### src/rtl/mcpu_seq_if.sv
// Sequencer-side bundle: run/class/memory-handshake inputs, stage enables, status and counters.
// The sequencer takes the master view; decode, memory and the datapath see the slave view.
interface mcpu_seq_if #(
    parameter int CNT_W = 32
);
    logic             run;
    logic             is_mem;
    logic             is_load;
    logic             no_wb;
    logic             mem_ready;
    logic             clr_cnt;
    logic             mem_req;
    logic             IF_signal;
    logic             ID_signal;
    logic             EX_signal;
    logic             MEM_signal;
    logic             WB_signal;
    logic             IorD_signal;
    logic             IRWr;
    logic             PCWr;
    logic             retire;
    logic             timeout_err;
    logic [2:0]       state;
    logic [CNT_W-1:0] instr_cnt;
    logic [CNT_W-1:0] stall_cnt;

    modport master (
        input  run, is_mem, is_load, no_wb, mem_ready, clr_cnt,
        output mem_req, IF_signal, ID_signal, EX_signal, MEM_signal, WB_signal,
               IorD_signal, IRWr, PCWr, retire, timeout_err, state, instr_cnt, stall_cnt
    );

    modport slave (
        output run, is_mem, is_load, no_wb, mem_ready, clr_cnt,
        input  mem_req, IF_signal, ID_signal, EX_signal, MEM_signal, WB_signal,
               IorD_signal, IRWr, PCWr, retire, timeout_err, state, instr_cnt, stall_cnt
    );
endinterface

### src/rtl/mcpu_seq.sv
// Multi-cycle sequencer for the mcpu core: ready-based memory waits, per-class stage
// skipping, run/halt at instruction boundaries, sticky access timeout and event counters.
//
// state | meaning
// IDLE  | halted, waiting for run
// IF    | instruction fetch, waits for mem_ready
// ID    | decode
// EX    | execute, commit next PC
// MEM   | data access, waits for mem_ready
// WB    | register write-back
// ERR   | memory timeout, left only by reset
module mcpu_seq #(
    parameter int CNT_W   = 32,
    parameter int TIMEOUT = 16
) (
    input logic        i_clk,
    input logic        i_rst_n,
    mcpu_seq_if.master io_bus
);
    localparam int                WAIT_W    = $clog2(TIMEOUT);
    localparam logic [WAIT_W-1:0] WAIT_LOAD = WAIT_W'(TIMEOUT - 1);

    typedef enum logic [2:0] {
        S_IDLE = 3'd0,
        S_IF   = 3'd1,
        S_ID   = 3'd2,
        S_EX   = 3'd3,
        S_MEM  = 3'd4,
        S_WB   = 3'd5,
        S_ERR  = 3'd7
    } state_t;

    state_t            r_state;
    state_t            w_next;
    state_t            w_after;
    logic [WAIT_W-1:0] r_wait;
    logic [CNT_W-1:0]  r_instr_cnt;
    logic [CNT_W-1:0]  r_stall_cnt;
    logic              w_mem_phase;
    logic              w_stall;
    logic              w_timeout;
    logic              w_irwr;
    logic              w_retire;

    always_ff @(posedge i_clk or negedge i_rst_n) begin
        if (!i_rst_n) begin
            r_state <= S_IDLE;
        end else begin
            r_state <= w_next;
        end
    end

    always_comb begin
        w_next      = r_state;
        w_irwr      = 1'b0;
        w_retire    = 1'b0;
        w_mem_phase = (r_state == S_IF) || (r_state == S_MEM);
        w_stall     = w_mem_phase && !io_bus.mem_ready;
        w_timeout   = w_stall && (r_wait == '0);
        w_after     = io_bus.run ? S_IF : S_IDLE;
        case (r_state)
            S_IDLE: if (io_bus.run) w_next = S_IF;
            S_IF: begin
                if (io_bus.mem_ready) begin
                    w_irwr = 1'b1;
                    w_next = S_ID;
                end else if (w_timeout) begin
                    w_next = S_ERR;
                end
            end
            S_ID: w_next = S_EX;
            S_EX: begin
                if (io_bus.is_mem) begin
                    w_next = S_MEM;
                end else if (io_bus.no_wb) begin
                    w_retire = 1'b1;
                    w_next   = w_after;
                end else begin
                    w_next = S_WB;
                end
            end
            S_MEM: begin
                if (io_bus.mem_ready) begin
                    if (io_bus.is_load) begin
                        w_irwr = 1'b1;
                        w_next = S_WB;
                    end else begin
                        w_retire = 1'b1;
                        w_next   = w_after;
                    end
                end else if (w_timeout) begin
                    w_next = S_ERR;
                end
            end
            S_WB: begin
                w_retire = 1'b1;
                w_next   = w_after;
            end
            S_ERR:   w_next = S_ERR;
            default: w_next = S_IDLE;
        endcase
    end

    // Down-counts wait cycles of the current access; reloaded whenever no wait is in progress.
    always_ff @(posedge i_clk or negedge i_rst_n) begin
        if (!i_rst_n) begin
            r_wait <= WAIT_LOAD;
        end else if (w_stall) begin
            r_wait <= r_wait - 1'b1;
        end else begin
            r_wait <= WAIT_LOAD;
        end
    end

    always_ff @(posedge i_clk or negedge i_rst_n) begin
        if (!i_rst_n) begin
            r_instr_cnt <= '0;
            r_stall_cnt <= '0;
        end else if (io_bus.clr_cnt) begin
            r_instr_cnt <= '0;
            r_stall_cnt <= '0;
        end else begin
            if (w_retire) r_instr_cnt <= r_instr_cnt + 1'b1;
            if (w_stall && (r_stall_cnt != '1)) r_stall_cnt <= r_stall_cnt + 1'b1;
        end
    end

    assign io_bus.mem_req     = w_mem_phase;
    assign io_bus.IF_signal   = (r_state == S_IF);
    assign io_bus.ID_signal   = (r_state == S_ID);
    assign io_bus.EX_signal   = (r_state == S_EX);
    assign io_bus.MEM_signal  = (r_state == S_MEM);
    assign io_bus.WB_signal   = (r_state == S_WB);
    assign io_bus.IorD_signal = (r_state == S_MEM);
    assign io_bus.PCWr        = (r_state == S_EX);
    assign io_bus.IRWr        = w_irwr;
    assign io_bus.retire      = w_retire;
    assign io_bus.timeout_err = (r_state == S_ERR);
    assign io_bus.state       = r_state;
    assign io_bus.instr_cnt   = r_instr_cnt;
    assign io_bus.stall_cnt   = r_stall_cnt;
endmodule

### src/flat_wrapper.sv
// flat-port wrapper written by rule: the top's interface ports become plain ports
module mcpu_seq_flat 
#(
    parameter int CNT_W   = 32,
    parameter int TIMEOUT = 16
)
  (i_clk, i_rst_n, io_bus_run, io_bus_is_mem, io_bus_is_load, io_bus_no_wb, io_bus_mem_ready, io_bus_clr_cnt, io_bus_mem_req, io_bus_IF_signal, io_bus_ID_signal, io_bus_EX_signal, io_bus_MEM_signal, io_bus_WB_signal, io_bus_IorD_signal, io_bus_IRWr, io_bus_PCWr, io_bus_retire, io_bus_timeout_err, io_bus_state, io_bus_instr_cnt, io_bus_stall_cnt);
  mcpu_seq_if #(.CNT_W(CNT_W)) io_bus_i ();
  input logic i_clk;
  input logic i_rst_n;
  input wire logic [$bits(io_bus_i.run)-1:0] io_bus_run;
  input wire logic [$bits(io_bus_i.is_mem)-1:0] io_bus_is_mem;
  input wire logic [$bits(io_bus_i.is_load)-1:0] io_bus_is_load;
  input wire logic [$bits(io_bus_i.no_wb)-1:0] io_bus_no_wb;
  input wire logic [$bits(io_bus_i.mem_ready)-1:0] io_bus_mem_ready;
  input wire logic [$bits(io_bus_i.clr_cnt)-1:0] io_bus_clr_cnt;
  output wire logic [$bits(io_bus_i.mem_req)-1:0] io_bus_mem_req;
  output wire logic [$bits(io_bus_i.IF_signal)-1:0] io_bus_IF_signal;
  output wire logic [$bits(io_bus_i.ID_signal)-1:0] io_bus_ID_signal;
  output wire logic [$bits(io_bus_i.EX_signal)-1:0] io_bus_EX_signal;
  output wire logic [$bits(io_bus_i.MEM_signal)-1:0] io_bus_MEM_signal;
  output wire logic [$bits(io_bus_i.WB_signal)-1:0] io_bus_WB_signal;
  output wire logic [$bits(io_bus_i.IorD_signal)-1:0] io_bus_IorD_signal;
  output wire logic [$bits(io_bus_i.IRWr)-1:0] io_bus_IRWr;
  output wire logic [$bits(io_bus_i.PCWr)-1:0] io_bus_PCWr;
  output wire logic [$bits(io_bus_i.retire)-1:0] io_bus_retire;
  output wire logic [$bits(io_bus_i.timeout_err)-1:0] io_bus_timeout_err;
  output wire logic [$bits(io_bus_i.state)-1:0] io_bus_state;
  output wire logic [$bits(io_bus_i.instr_cnt)-1:0] io_bus_instr_cnt;
  output wire logic [$bits(io_bus_i.stall_cnt)-1:0] io_bus_stall_cnt;
  assign io_bus_i.run = io_bus_run;
  assign io_bus_i.is_mem = io_bus_is_mem;
  assign io_bus_i.is_load = io_bus_is_load;
  assign io_bus_i.no_wb = io_bus_no_wb;
  assign io_bus_i.mem_ready = io_bus_mem_ready;
  assign io_bus_i.clr_cnt = io_bus_clr_cnt;
  assign io_bus_mem_req = io_bus_i.mem_req;
  assign io_bus_IF_signal = io_bus_i.IF_signal;
  assign io_bus_ID_signal = io_bus_i.ID_signal;
  assign io_bus_EX_signal = io_bus_i.EX_signal;
  assign io_bus_MEM_signal = io_bus_i.MEM_signal;
  assign io_bus_WB_signal = io_bus_i.WB_signal;
  assign io_bus_IorD_signal = io_bus_i.IorD_signal;
  assign io_bus_IRWr = io_bus_i.IRWr;
  assign io_bus_PCWr = io_bus_i.PCWr;
  assign io_bus_retire = io_bus_i.retire;
  assign io_bus_timeout_err = io_bus_i.timeout_err;
  assign io_bus_state = io_bus_i.state;
  assign io_bus_instr_cnt = io_bus_i.instr_cnt;
  assign io_bus_stall_cnt = io_bus_i.stall_cnt;
  mcpu_seq #(.CNT_W(CNT_W), .TIMEOUT(TIMEOUT)) u_core (.i_clk(i_clk), .i_rst_n(i_rst_n), .io_bus(io_bus_i));
endmodule
### config.mk
export PLATFORM = sky130hd
export DESIGN_NAME = mcpu_seq_flat
export DESIGN_NICKNAME = d
export VERILOG_FILES = /design/src/rtl/mcpu_seq_if.sv /design/src/rtl/mcpu_seq.sv /design/src/flat_wrapper.sv
export SDC_FILE = /design/constraint.sdc
export NUM_CORES = 1
export LEC_CHECK = 0
export CAP_MARGIN = 30
export CORE_ASPECT_RATIO = 0.6
export CORE_MARGIN = 2
export CORE_UTILIZATION = 51
export CTS_CLUSTER_DIAMETER = 40
export CTS_CLUSTER_SIZE = 30
export DETAILED_ROUTE_END_ITERATION = 8
export PLACE_DENSITY = 0.77
export SETUP_SLACK_MARGIN = 0.15
export SYNTH_ARGS = -nofsm -noshare
export SYNTH_HDL_FRONTEND = slang
export SYNTH_SLANG_ARGS = --single-unit
### constraint.sdc
create_clock -name i_clk -period 2.6 [get_ports i_clk]
set_clock_uncertainty 0.15 [all_clocks]
set_input_delay 0.65 -clock i_clk [delete_from_list [all_inputs] [get_ports i_clk]]
set_output_delay 0.65 -clock i_clk [all_outputs]
set_load 0.05 [all_outputs]
After elaboration in Yosys (flattened, before gate mapping)
Index checks and enable logic that the tools add are counted. Widths: inputs -> output; s select.

Logic and storage cells: 47. Flip-flop bits (word level): 71. Output and inout port bits: 78. Input bits: 8.

Multiplexer cells: 23. Reduce and logical (&&, ||, !) cells: 9. Add/subtract/negate cells: 3. Equality and inequality tests: 8.

Operator list (count): $mux 32 (4); $add 32x1->32 const B (2); $ne 32x32->1 const B (1); $mux 3 (7); $pmux 3 s7 (1); $eq 3x3->1 const B (3); $mux 1 (8); $eq 3x2->1 const B (2); $logic_not 4->1 (1); $mux 4 (1); $reduce_bool 2->1 (2); $sub 4x1->4 const B (1); $eq 3x1->1 const B (1); $logic_and 1x1->1 (3); $logic_not 3->1 (1); $pmux 1 s3 (1); $ne 2x2->1 const B (1); $pmux 1 s2 (1); $logic_not 1->1 (1); $logic_or 1x1->1 (1).

Logic depth before layout (Yosys ltp)
Gate-level depths: netlist of run 1.

Word-level depth: 7. Depth in mapped cells: 8. Gate-level depth less buffers: 7.

Worst setup path after synthesis of run 1
No wires, ideal clock.

Path type: reg2out. Start point: register u_core.r_state[0], in the netlist u_core.io_bus.state[0]. End point: output io_bus_IRWr. Path buffers: 1. Arrival: 2.646 ns. Setup slack: -0.846 ns. Stages on the path, launching flop included: 6. Required time: 1.800 ns. Path through: dfrtp_1 > clkbuf_1 > nand2b_1 > nor2_1 > a21oi_1 > nor2b_1.

Cells in the longest elaborated chain, start to end: 2. Elaborated cells between the ends (all ways): 3. Classes of those cells: eq/ne: 2; mux: 1.

Ends and longest elaborated chain: start, declared (line mcpu_seq.sv:33) `state_t r_state;`; start signal, assigned (line mcpu_seq.sv:49) `r_state <= w_next;`; $eq 3x1->1; named net io_bus_IF_signal (line flat_wrapper.sv:18) `output wire logic [$bits(io_bus_i.IF_signal)-1:0] io_bus_IF_signal;`; $pmux 1 s2 (line mcpu_seq.sv:61) `case (r_state)`; end, declared (line flat_wrapper.sv:24) `output wire logic [$bits(io_bus_i.IRWr)-1:0] io_bus_IRWr;`.

The timed path passes the listed nets, and every way through them passes these cells.

Worst setup path in the final report of run 1
Start point: register u_core.r_stall_cnt[2], in the netlist u_core.io_bus.stall_cnt[2]. End point: output io_bus_stall_cnt[2].

RTL lines: start, declared (line mcpu_seq.sv:38) `logic [CNT_W-1:0] r_stall_cnt;`; start signal, assigned (line mcpu_seq.sv:124) `if (w_stall && (r_stall_cnt != '1)) r_stall_cnt <= r_stall_cnt + 1'b1;`; end, declared (line flat_wrapper.sv:30) `output wire logic [$bits(io_bus_i.stall_cnt)-1:0] io_bus_stall_cnt;`.

No word-level cell between the ends.

==> impl_metrics.yaml, run 1 <==
route:
  wl_met1_um: 5830
  via_per_inst: 6.01
  drt_first_pass_iters: 5
  wl_met2_um: 5110
  num_vias: 4134
  final_antenna_net_count: 0
  wl_per_cell_um: 17.4
  wl_met3_um: 892
  routed.top_layer: "met4"
  routed_wl_um: 11900
  drc: 0
  drtIter0Drc: 364
global_routing:
  grt_pass1_vias: 3624
  grt-ovfl-total: 0
  grt_usage_pct: 26.5
  grt_max_degree: 72
  grt_pass1_wl_um: 18100
  antenna_found_initial: 0
sta:
  tightestPinTransition_ns: 0.708
  setup_viol: 0
  finalCriticalPeriod_ns: 2.42
  period_share_pct: 93.3
  grt_setup_unrepaired: "no"
  fmax_ghz: 0.412
  hold_viol_final: 0
  whs_ns: 0.182
  fin_setup_tns_ns: 0
  slew_viol_final: 0
  slew_headroom_pct: 52.8
logic_synthesis:
  syn_nets: 470
  synth-edff-count: 0
  syn_inst: 458
  ys_ff_latch: 71
  synthesis.area_um2: 4050
  yosys.area.top_type: "dfrtp_1"
  synth_warnings: 0
  async_reset_ff_share_pct: 100
  synth_top_area_share_pct: 41.4
  ys_top_cells_by_count: "67 x dfrtp_1, 46 x a21oi_1, 39 x nand2_1, 38 x nor2_1, 26 x o21ai_0"
  synthTopCellsByArea: "dfrtp_1 41%, a21oi_1 5.7%, nand2_1 3.6%"
  synth.distinct_cells: 43
  syn_area_per_cell_um2: 8.83
  yosysMostFrequentCell: "dfrtp_1"
  synth_flop_cell: "dfrtp_1"
  ys_seq_area_share_pct: 44.0
placed_design:
  dp_cells: 659
  place_hpwl_um: 7750
  dpl_cell_area_um2: 5290
  numPortBuffers: 85
  gp_routability_congestion: 0.847
pwr:
  cellPowerDensity_nw_per_um2: 672
  ir_drop_uv: 407
  leakagePower_nw: 2.47
floorplan:
  initial_core_util_pct: 51.9
  core_area_um2: 7790
  dieHeight_um: 73.0
  pin_count: 86
  dieArea_um2: 8680
  die_x_um: 119
  placementRows: 25
worst_setup_path:
  worst_path_max_delay_cell: "clkdlybuf4s50_1"
  r2r_setup_slack_ns: 0.25
  cp_data_required_time_ns: 1.80
  cpPeakStageDelay_ns: 0.84
  rr_startpoint: "u_core.io_bus.state[2]$_DFFE_PN0P_"
  r2r_end: "u_core.io_bus.stall_cnt[26]$_DFFE_PN0P_"
  path_class: "reg -> out"
  cp-end-kind: "output port"
  path_cells: "clkdlybuf4s50_1"
  crit_cells: 1
  path_delay_family: "buffers and inverters"
  reg2reg_depth: 6
  arrival_ns: 1.62
  path_buf_inv: 1
  startpoint_type: "flip-flop"
  crit_fanout: 6
cts:
  cts_buffer_depth: 2
  path_clk_slew_ns: 0.06
  cts_htree_levels: 3
  clock_sinks: 71
  root_buffer: "clkbuf_16"
  insertion_delay_ns: 0.33
  cts_made_buffers: 9
  tritoncts: "yes"
cells_and_area:
  final_nets: 587
  drive_above_1_share_pct: 21.0
  fin_cells: 688
  diodes: 0
  post-route-util_pct: 74.6
  finalInstanceArea_um2: 5810
  syn_to_final_growth_pct: 43.7
hold_path:
  min_path_type: "in -> async"
flow_run:
  max-cap-violations: 0
outcome:
  status: "finished, final reports clean"
flip-flops by register name, summed over array words and instances (netlist names):
name                     count
u_core.io_bus.state          3
u_core.io_bus.instr_cnt     32
u_core.io_bus.stall_cnt     32
u_core.r_wait                4
cells by family after synthesis:
| logic type | synth area share (%) |
|---|---|
| xor+xnor | 3.68 |
| fa+ha+maj | 1.24 |
| buf+inv | 4.14 |
| flops | 44.0 |
| mux | 2.75 |
| compound gates | 16.2 |
| simple gates | 27.9 |
stage by stage:
step           setup slack, ns  power [W]
2_1_floorplan           0.0865    0.00204
3_3_place_gp            -0.442    0.00249
3_5_place_dp            -0.480    0.00251
4_1_cts                 0.0762    0.00379
5_1_grt                  0.138    0.00404
6_report                 0.175    0.00390
worst max-delay path by stage:
stage                                           start                                      end  slack (ns)
2_1_floorplan      u_core.io_bus.state[0]$_DFFE_PN0P_                              io_bus_IRWr        0.09
3_3_place_gp                             io_bus_no_wb  u_core.io_bus.instr_cnt[29]$_DFFE_PN0P_       -0.44
3_5_place_dp                             io_bus_no_wb  u_core.io_bus.instr_cnt[27]$_DFFE_PN0P_       -0.48
4_1_cts                              io_bus_mem_ready                            io_bus_retire        0.08
5_1_grt            u_core.io_bus.state[2]$_DFFE_PN0P_                            io_bus_retire        0.14
6_report       u_core.io_bus.stall_cnt[2]$_DFFE_PN0P_                      io_bus_stall_cnt[2]        0.18
routing by layer:
metal | global-route usage (%) | vias up
li1 | - | 1928
met1 | 40.0 | 2044
met2 | 36.9 | 150
met3 | 8.05 | 12
met4 | 6.61 | 0
met5 | 0 | -
power by group:
| part | leakage (nW) | switching, W | internal (W) |
|---|---|---|---|
| registers | 0.970 | 0.0000774 | 0.00117 |
| clock network | 0.146 | 0.000459 | 0.000764 |
| logic | 1.35 | 0.000855 | 0.000581 |
| total | 2.47 | 0.00139 | 0.00251 |
layout make-up:
type                       instances  area, um^2
tap                              108         135
multi-input combinational        350        2250
fill                             570        1980
clock inverter                     4        45.0
inverter                          10        37.5
timing repair buffer             133        1310
clock buffer                      12         246
sequential                        71        1790
cells in the final DEF, fill, tap and decap left out, drive strengths merged, types with 10 or more instances in the layout:
| master | synthesis | final |
|---|---|---|
| dfrtp | 67 | 67 |
| buf | 10 | 61 |
| clkdlybuf4s50 | 0 | 51 |
| a21oi | 46 | 46 |
| nand2 | 39 | 39 |
| nor2 | 38 | 38 |
| o21ai | 26 | 26 |
| or3 | 22 | 22 |
| nand3 | 20 | 20 |
| nand4 | 17 | 17 |
| xnor2 | 16 | 16 |
| or4 | 14 | 14 |
| o31ai | 13 | 13 |
| nor2b | 13 | 13 |
| clkbuf | 18 | 13 |
| dlymetal6s2s | 0 | 12 |
| nor3 | 12 | 12 |
| inv | 10 | 10 |
repair_timing:
item,4_1_cts,5_1_grt
hold buffers,0,0
pin swaps,5,2
gates cloned,0,1
gates resized for setup,26,27
endpoints found under the setup margin,36,56
setup buffers,6,6
Power figures use the tool's default switching activity.
==> inputs of run 2 (changes only) <==
==> constraint.sdc (replaced) <==
create_clock -name i_clk -period 2.6 [get_ports i_clk]
set_clock_uncertainty 0.15 [all_clocks]
set_input_delay 0.65 -clock i_clk [delete_from_list [all_inputs] [get_ports i_clk]]
set_output_delay 0.65 -clock i_clk [all_outputs]
set_load 0.1 [all_outputs]
==> run 2 against run 1 <==
  * Via count decreased by 0.65%
  * Clock power increased by 3%
  * Cell count decreased by 1.2%
  * Sequential power about the same
  * Largest power group unchanged
==> impl_metrics.yaml, run 2 (synthesis results as in run 1) <==
pwr:
  leakagePower_nw: 2.26
  share_seq_of_total_power_pct: 29.0
  p_int_w: 0.00259
  ir_drop_uv: 505
  swShare_pct: 41.0
  cellPowerDensity_nw_per_um2: 771
  clkPwrFrac_pct: 28.7
  combPwrFrac_pct: 42.3
  p_sw_w: 0.00180
floorplan:
  initial_core_util_pct: 51.9
  die_x_um: 119
  dieArea_um2: 8680
  core_area_um2: 7790
  dieHeight_um: 73.0
  placementRows: 25
  pin_count: 86
cells_and_area:
  finalInstanceArea_um2: 5700
  fillers: 573
  syn_to_final_growth_pct: 40.9
  drive_above_1_share_pct: 40.4
  final_common_cell: "buf_4"
  diodes: 0
  final_nets: 579
  post-route-util_pct: 73.2
  final_cell_mix: "102 x buf_4, 55 x dfrtp_2, 45 x a21oi_1, 37 x nand2_1, 34 x nor2_1"
  fin_cells: 680
  multi_input_area_um2: 2230
  regArea_um2: 1860
cts:
  cts_htree_levels: 3
  path_clk_slew_ns: 0.06
  tritoncts: "yes"
  insertion_delay_ns: 0.34
  cts_hold_buf: 0
  clock_sinks: 71
  root_buffer: "clkbuf_16"
  cts_made_buffers: 9
  cts_buffer_depth: 2
sta:
  fmax_ghz: 0.405
  setup_viol: 0
  period_share_pct: 94.9
  hold_viol_final: 0
  tightestPinTransition_ns: 0.719
  grt_setup_unrepaired: "yes"
  whs_ns: 0.170
  finalCriticalPeriod_ns: 2.47
  slew_headroom_pct: 52.0
  slew_viol_final: 0
  setup_slack_ns: 0.133
placed_design:
  pre_cts_ws_ns: -0.431
  dpl_cell_area_um2: 5290
  gp_routability_congestion: 0.871
  numPortBuffers: 85
  place_hpwl_um: 8050
  dp_cells: 657
worst_setup_path:
  startpoint_type: "primary input"
  path_class: "in -> out"
  crit_fanout: 2
  cp-end-kind: "output port"
  cp_data_required_time_ns: 1.80
  arrival_ns: 1.67
global_routing:
  grt_pass1_wl_um: 18700
  grt-ovfl-total: 0
  grt_pass1_vias: 3692
  antenna_found_initial: 0
  grt_max_degree: 72
  grt_usage_pct: 27.4
route:
  final_antenna_net_count: 0
  num_vias: 4107
  drt_first_pass_iters: 5
  routed_wl_um: 11600
  wl_per_cell_um: 17.1
  via_per_inst: 6.04
  drtIter0Drc: 330
  drc: 0
flow_run:
  max-cap-violations: 0
hold_path:
  min_path_type: "in -> async"
outcome:
  status: "finished, final reports clean"
## run 2: cell types whose count changed in the layout (fill, tap and decap cells not counted), sizes merged, moves of 2 or more
cell           delta
dlygate4sd2       -4
dlymetal6s2s     -12
clkdlybuf4s50    -50
buf              +60
clkinv            -2
## run 2: final timing paths
| kind | endpoint | from | cells after the start | slack, ns |
|---|---|---|---|---|
| hold / removal | u_core.io_bus.instr_cnt[13]$_DFFE_PN0P_ | i_rst_n | 2 | 0.17 |
| min in group i_clk | u_core.r_wait[0]$_DFF_PN1_ | u_core.r_wait[0]$_DFF_PN1_ | 1 | 0.31 |
| max in group asynchronous | u_core.r_wait[3]$_DFF_PN1_ | i_rst_n | 2 | 1.78 |
| setup reg to reg | u_core.io_bus.stall_cnt[9]$_DFFE_PN0P_ | u_core.io_bus.stall_cnt[24]$_DFFE_PN0P_ | 6 | 0.16 |
| setup / recovery | io_bus_retire | io_bus_no_wb | 7 | 0.13 |
| hold reg to reg | u_core.r_wait[0]$_DFF_PN1_ | u_core.r_wait[0]$_DFF_PN1_ | 1 | 0.31 |
## run 2: per-layer routing
metal | vias up | global-route usage, % | share of wire (%)
met5 | - | 0 | 0
met4 | 0 | 6.48 | 0.76
met3 | 10 | 8.52 | 7.4
met2 | 162 | 39.0 | 44
met1 | 2032 | 40.8 | 48
li1 | 1903 | - | -
## run 2: cell type report
type | instances | area share [%]
sequential | 71 | 32.7
clock inverter | 3 | 0.746
tap | 108 | 2.37
inverter | 10 | 0.659
multi-input combinational | 349 | 39.2
timing repair buffer | 126 | 19.8
clock buffer | 13 | 4.57
## run 2: stage by stage
step	total power, W	setup TNS (ns)
6_report	0.00439	0
5_1_grt	0.00453	0
4_1_cts	0.00438	0
3_5_place_dp	0.00305	-9.82
3_3_place_gp	0.00302	-9.15
2_1_floorplan	0.00254	-0.391
## run 2: critical path: stages
cell and delay, ns:
dlygate4sd2_1 0.22, nor3b_4 0.21, buf_6 0.14, nand3_4 0.07, buf_6 0.14, nand2_8 0.06, buf_12 0.16
## run 2: timing repair
action	4_1_cts	5_1_grt
endpoints found under the setup margin	26	16
pin swaps	4	1
buffers inserted	6	1
gates resized for setup	11	8
hold endpoints to repair	0	0
## run 2: power groups by stage
stage	Sequential [W]	Combinational (W)	Clock, W
3_3_place_gp	0.00128	0.00174	0
3_5_place_dp	0.00128	0.00177	0
6_report	0.00127	0.00186	0.00126
2_1_floorplan	0.00151	0.00102	0
4_1_cts	0.00126	0.00184	0.00128
5_1_grt	0.00128	0.00194	0.00132
==> inputs of run 3 (changes only) <==
--- a/config.mk
+++ b/config.mk
@@ -14,6 +14,7 @@
 export DETAILED_ROUTE_END_ITERATION = 8
 export PLACE_DENSITY = 0.77
 export SETUP_SLACK_MARGIN = 0.15
+export SLEW_MARGIN = 20
 export SYNTH_ARGS = -nofsm -noshare
 export SYNTH_HDL_FRONTEND = slang
 export SYNTH_SLANG_ARGS = --single-unit
==> results of run 3 <==
The final DEF is identical to that of run 2; final timing and power are the same.
==> RTL edit 1, RTL diff (flow settings as in run 3) <==
`TIMEOUT` is set to 16 in 2 places; all go to 8.
--- a/src/rtl/mcpu_seq.sv
+++ b/src/rtl/mcpu_seq.sv
@@ -11,7 +11,7 @@
 // ERR   | memory timeout, left only by reset
 module mcpu_seq #(
     parameter int CNT_W   = 32,
-    parameter int TIMEOUT = 16
+    parameter int TIMEOUT = 8
 ) (
     input logic        i_clk,
     input logic        i_rst_n,
--- a/src/flat_wrapper.sv
+++ b/src/flat_wrapper.sv
@@ -2,7 +2,7 @@
 module mcpu_seq_flat 
 #(
     parameter int CNT_W   = 32,
-    parameter int TIMEOUT = 16
+    parameter int TIMEOUT = 8
 )
   (i_clk, i_rst_n, io_bus_run, io_bus_is_mem, io_bus_is_load, io_bus_no_wb, io_bus_mem_ready, io_bus_clr_cnt, io_bus_mem_req, io_bus_IF_signal, io_bus_ID_signal, io_bus_EX_signal, io_bus_MEM_signal, io_bus_WB_signal, io_bus_IorD_signal, io_bus_IRWr, io_bus_PCWr, io_bus_retire, io_bus_timeout_err, io_bus_state, io_bus_instr_cnt, io_bus_stall_cnt);
   mcpu_seq_if #(.CNT_W(CNT_W)) io_bus_i ();
Behaviour: not the same (a bounded check fails within 10 cycles, from zero or initial values and one cycle with i_rst_n low).
==> RTL edit 1 against run 3 <==
- critical endpoint unchanged
- largest cell class unchanged
- design area is 4.6% higher
- final cell count is 2.4% higher
- first-iteration DRC count decreased by 9.4%
- worst hold slack lost 9.3 ps
- non-clock buffer count is 28 higher
- register-to-register slack gained 50 ps
- worst setup slack got worse by 74 ps
- sequential cell count is 1 lower
- largest power group unchanged
- die area down 2.4%
- wire length increased by 4.9%
- area after synthesis down 2.5%
- total power decreased by 2.0%
==> RTL edit 1: results (changes against run 3) <==
- First-pass GRT wire length: 19.1 mm (+2.6%)
- Arrival time of the worst setup path: 1740 ps (+70 ps)
- Maximum number of pins on one net before global-route repair: 71 (-1.4%)
- Fin worst setup slack: 58.9 ps (-73.7 ps)
- Number of DRC violations after detailed-routing iteration 0: 299 (-9.4%)
- Max stage delay on crit path: 430 ps (+210 ps)
- Final-stage net count: 599 (+3.5%)
- Worst flop-to-flop path endpoint: u_core.io_bus.stall_cnt[2]$_DFFE_PN0P_
- Fraction of the yosys area taken by sequential cells: 0.445 (+0.00466)
- Final instance count without filler cells: 696 (+2.4%)
- Result of the run: finished, final reports clean
- Routed wire length on met2: 5.44 mm (+7.2%)
- Routed length on met1: 5.74 mm (+2.2%)
- Synth Net Count: 455 (-3.2%)
- Pre-CTS setup slack: -472 ps (-41.3 ps)
- Kind of cell with the highest combined delay on the critical path: simple AND/OR/NAND/NOR gates
- Average cell area after synthesis: 8.90 um^2 (+0.80%)
- Final estimated routing congestion in global placement: 0.871 (about the same)
- Reg-to-reg startpoint: u_core.io_bus.stall_cnt[1]$_DFFE_PN0P_
- Met3 Routed Length: 947 um (+9.2%)
- Met3 routing resource usage after global routing: 0.0802 (-0.00497)
- Number of global-route vias before repair: 3840 (+4.0%)
- Static power due to leakage: 2.35 nW (+4.3%)
- Placed cell areas: 0.00546 mm^2 (+3.2%)
- Leading post-synthesis cells by cell area: sky130_fd_sc_hd__dfrtp_1, sky130_fd_sc_hd__a21oi_1, sky130_fd_sc_hd__or4_1, sky130_fd_sc_hd__or3_1, sky130_fd_sc_hd__o31ai_1
- Count of cell types in the netlist: 50 (+16%)
- Flop2flop setup slack: 210 ps (+50 ps)
==> RTL edit 1: cell types whose count changed in the layout (fill, tap and decap cells not counted), sizes merged, moves of 7 or more <==
cell and change:
nand4 -7, or4 +8, buf +27, o31ai +7, nor3 -11
==> RTL edit 1: cell type report <==
cell class                      instances  area [um^2]
Inverter                               17         67.6
Timing Repair Buffer                  154         1360
Tap cell                              104          130
Fill cell                             483         1420
Multi-Input combinational cell        335         2250
Clock buffer                           14          244
Sequential cell                        70         1910
Clock inverter                          2         10.0
==> RTL edit 1: report_power, final <==
| group | total [mW] | internal [mW] | switching, mW |
|---|---|---|---|
| combinational | 1.97 | 0.707 | 1.26 |
| sequential | 1.24 | 1.16 | 0.0845 |
| clock | 1.10 | 0.644 | 0.455 |
==> RTL edit 1: cell families (layout without fill, tap and decap cells) <==
logic type / Yosys count / after routing / share of synthesized area
simple gates: 192 / 192 / 0.271
mux: 5 / 5 / 0.0140
flops: 70 / 70 / 0.445
xor+xnor: 16 / 16 / 0.0355
buf+inv: 38 / 187 / 0.0422
compound gates: 118 / 118 / 0.180
fa+ha+maj: 4 / 4 / 0.0127
==> RTL edit 1: worst reg2reg max path, cell delays in order, from the launching register on <==
cell and delay (ps):
sky130_fd_sc_hd__dfrtp_4 420, sky130_fd_sc_hd__ha_4 150, sky130_fd_sc_hd__nand4_4 100, sky130_fd_sc_hd__or4b_4 590, sky130_fd_sc_hd__o31ai_4 310, sky130_fd_sc_hd__buf_12 160
sky130_fd_sc_hd__buf_4 110, sky130_fd_sc_hd__nor2_2 30, sky130_fd_sc_hd__mux2_2 260
==> RTL edit 1: what timing repair did <==
item,CTS,global route
hold buffers,0,0
setup endpoints to repair,44,19
pin swaps,5,7
setup buffers,6,9
resized for setup,15,16
cloned,0,1
==> RTL edit 2, RTL diff (settings of run 3) <==
Made on the original files. Put a register stage on the output `io_bus.timeout_err`, without a reset. The value now appears one clock later.
--- a/src/rtl/mcpu_seq.sv
+++ b/src/rtl/mcpu_seq.sv
@@ -135,7 +135,9 @@
     assign io_bus.PCWr        = (r_state == S_EX);
     assign io_bus.IRWr        = w_irwr;
     assign io_bus.retire      = w_retire;
-    assign io_bus.timeout_err = (r_state == S_ERR);
+    always_ff @(posedge i_clk) begin
+        io_bus.timeout_err <= (r_state == S_ERR);
+    end
     assign io_bus.state       = r_state;
     assign io_bus.instr_cnt   = r_instr_cnt;
     assign io_bus.stall_cnt   = r_stall_cnt;
Check against the original RTL: no difference found for any inputs over 10 cycles, from zero or initial values and one cycle with i_rst_n low; that may be too few to reach the edited logic, so the function may still have changed.
==> RTL edit 2 against run 3 <==
- sequential cell count up 1
- first-iteration DRC count is 22% higher
- design area down 0.40%
- worst setup slack improved by 23 ps
- non-clock buffer count decreased by 2
- global-route usage grew 0.95 points
- sequential share of layout area up 0.48 points
- total power shrank 0.54%
- wire length rose by 1.3%
- clock power hardly changed
- register-to-register slack gained 60 ps
- worst hold slack better by 4.5 ps
- critical path depth did not move
- area after synthesis increased by 0.49%
==> RTL edit 2: results (changes against run 3) <==
- Worst-Skew Late Latency: 330 ps
- Vias per Instance: 6.05 (+0.20%)
- Initial antenna violation count: 0 (unchanged)
- Number of global-route vias before repair: 3817 (+3.4%)
- Worst vdd rail ir drop: 512 uV (+1.2%)
- Max stage delay on crit path: 200 ps (-20 ps)
- Average cell area after synthesis: 8.86 um^2 (+0.28%)
- Result of the run: finished, final reports clean
- Static power due to leakage: 2.26 nW (about the same)
- Maximum number of pins on one net before global-route repair: 72 (unchanged)
- Synth Net Count: 471 (+0.21%)
- Total of warnings raised by yosys: 0 (unchanged)
- Count of cell types in the netlist: 44 (+2.3%)
- Kind of cell with the highest combined delay on the critical path: buffers and inverters
- Filler Cell Count: 565 (-1.4%)
- Number of clock buffers inserted by TritonCTS: 9 (unchanged)
- Actual transition at the worst max-transition pin: 871 ps (+152 ps)
- Global router's overall resource usage: 0.283 (+0.00947)
- Path type of the worst min-delay path: in -> async
- Ranking of synthesized cells by instance count: sky130_fd_sc_hd__dfrtp_1, sky130_fd_sc_hd__a21oi_1, sky130_fd_sc_hd__nand2_1, sky130_fd_sc_hd__nor2_1, sky130_fd_sc_hd__o21ai_0
- Fraction of the yosys area taken by sequential cells: 0.443 (+0.00276)
- First-pass GRT wire length: 19.3 mm (+3.6%)
- Total half-perimeter wirelength after legalization and detailed placement: 8.05 mm (about the same)
- Drt total wl: 11.8 mm (+1.3%)
- Max clock buf depth: 2 (unchanged)
- Leading post-synthesis cells by cell area: sky130_fd_sc_hd__dfrtp_1, sky130_fd_sc_hd__a21oi_1, sky130_fd_sc_hd__nand2_1, sky130_fd_sc_hd__nor2_1, sky130_fd_sc_hd__xnor2_1
- Worst-path cell with the longest stage delay: sky130_fd_sc_hd__dlygate4sd2_1
- Pre-antenna DRT Iters: 6 (+1)
- Final-stage net count: 578 (-0.17%)
- Fraction of synthesis flops using an asynchronous set or reset pin: 0.986 (-0.0139)
- Clock-pin slew of the registers on the worst-case setup and hold paths: 50 ps
- Share of layout cells above drive strength 1: 0.401 (-0.00280)
- Number of diodes: 0 (unchanged)
- Number of placed cells counting well taps: 656 (-0.15%)
- Final estimated routing congestion in global placement: 0.870 (about the same)
- CTS H-tree lvls: 3 (unchanged)
- Total via count in the routed design: 4109 (+0.049%)
- Number of DRC violations after detailed-routing iteration 0: 402 (+22%)
- Maximum fanout count along the critical path: 3 (+1)
- Arrival time of the worst setup path: 1640 ps (-30 ps)
- Port bufs: 85 (unchanged)
- Cell at the root of the clock tree: sky130_fd_sc_hd__clkbuf_16
==> RTL edit 2: where the power goes <==
| part | internal (mW) | switching, mW |
|---|---|---|
| logic | 0.595 | 1.24 |
| registers | 1.20 | 0.0846 |
| clock network | 0.793 | 0.463 |
==> RTL edit 2: kinds of logic after synthesis <==
logic type / share of synthesized area
adders and majority gates: 0.0123
buffers and inverters: 0.0412
and+or+nand+nor: 0.278
xor gates and xnor gates: 0.0366
muxes: 0.0274
AOI/OAI and AO/OA: 0.162
DFF: 0.443
==> RTL edit 2: final timing paths <==
| path | cells past startpoint | start | end | slack [ps] |
|---|---|---|---|---|
| min in group i_clk | 1 | u_core.r_wait[0]$_DFF_PN1_ | u_core.r_wait[0]$_DFF_PN1_ | 310 |
| hold reg to reg | 1 | u_core.r_wait[0]$_DFF_PN1_ | u_core.r_wait[0]$_DFF_PN1_ | 310 |
| hold / removal | 2 | i_rst_n | u_core.io_bus.instr_cnt[20]$_DFFE_PN0P_ | 170 |
| setup / recovery | 7 | io_bus_no_wb | io_bus_retire | 160 |
| max in group asynchronous | 2 | i_rst_n | u_core.io_bus.state[0]$_DFFE_PN0P_ | 1770 |
| setup reg to reg | 6 | u_core.io_bus.state[2]$_DFFE_PN0P_ | u_core.io_bus.instr_cnt[29]$_DFFE_PN0P_ | 220 |
==> RTL edit 2: worst register-to-register path, stage by stage, from the launching register on <==
cell and delay, ps:
sky130_fd_sc_hd__dfrtp_4 480, sky130_fd_sc_hd__nor3b_2 190, sky130_fd_sc_hd__buf_4 140, sky130_fd_sc_hd__nand3_2 90, sky130_fd_sc_hd__a2111o_2 590, sky130_fd_sc_hd__or4_1 510
sky130_fd_sc_hd__a21oi_1 160
==> RTL edit 2: through the flow <==
step	util	setup slack (ps)	instance area, um^2
floorplan	-	-315	4280
global placement	0.678	-445	5280
detailed placement	0.678	-433	5280
CTS	0.724	136	5640
global route	0.729	98.1	5680
finish	0.729	156	5680
==> RTL edit 2: routing by layer <==
metal  global-route usage  share of wire  up-vias
met5                    0              0        -
met4               0.0992          0.017        0
met3               0.0656          0.073       21
met2                0.393           0.43      164
met1                0.431           0.48     2018
li1                     -              -     1906
==> RTL edit 2: cell type report <==
class / instances / share of cell area
flip-flops and latches: 72 / 0.331
clock buffers: 13 / 0.0458
clock inverters: 3 / 0.00705
well taps: 108 / 0.0238
repair buffers: 124 / 0.193
inverters: 10 / 0.00661
multi-input cells: 349 / 0.392
==> RTL edit 2: timing repair <==
action                     CTS  global route
buffers inserted             4             3
pin swaps                    4             2
cloned                       0             0
setup endpoints to repair   27             8
resized for setup           14             4
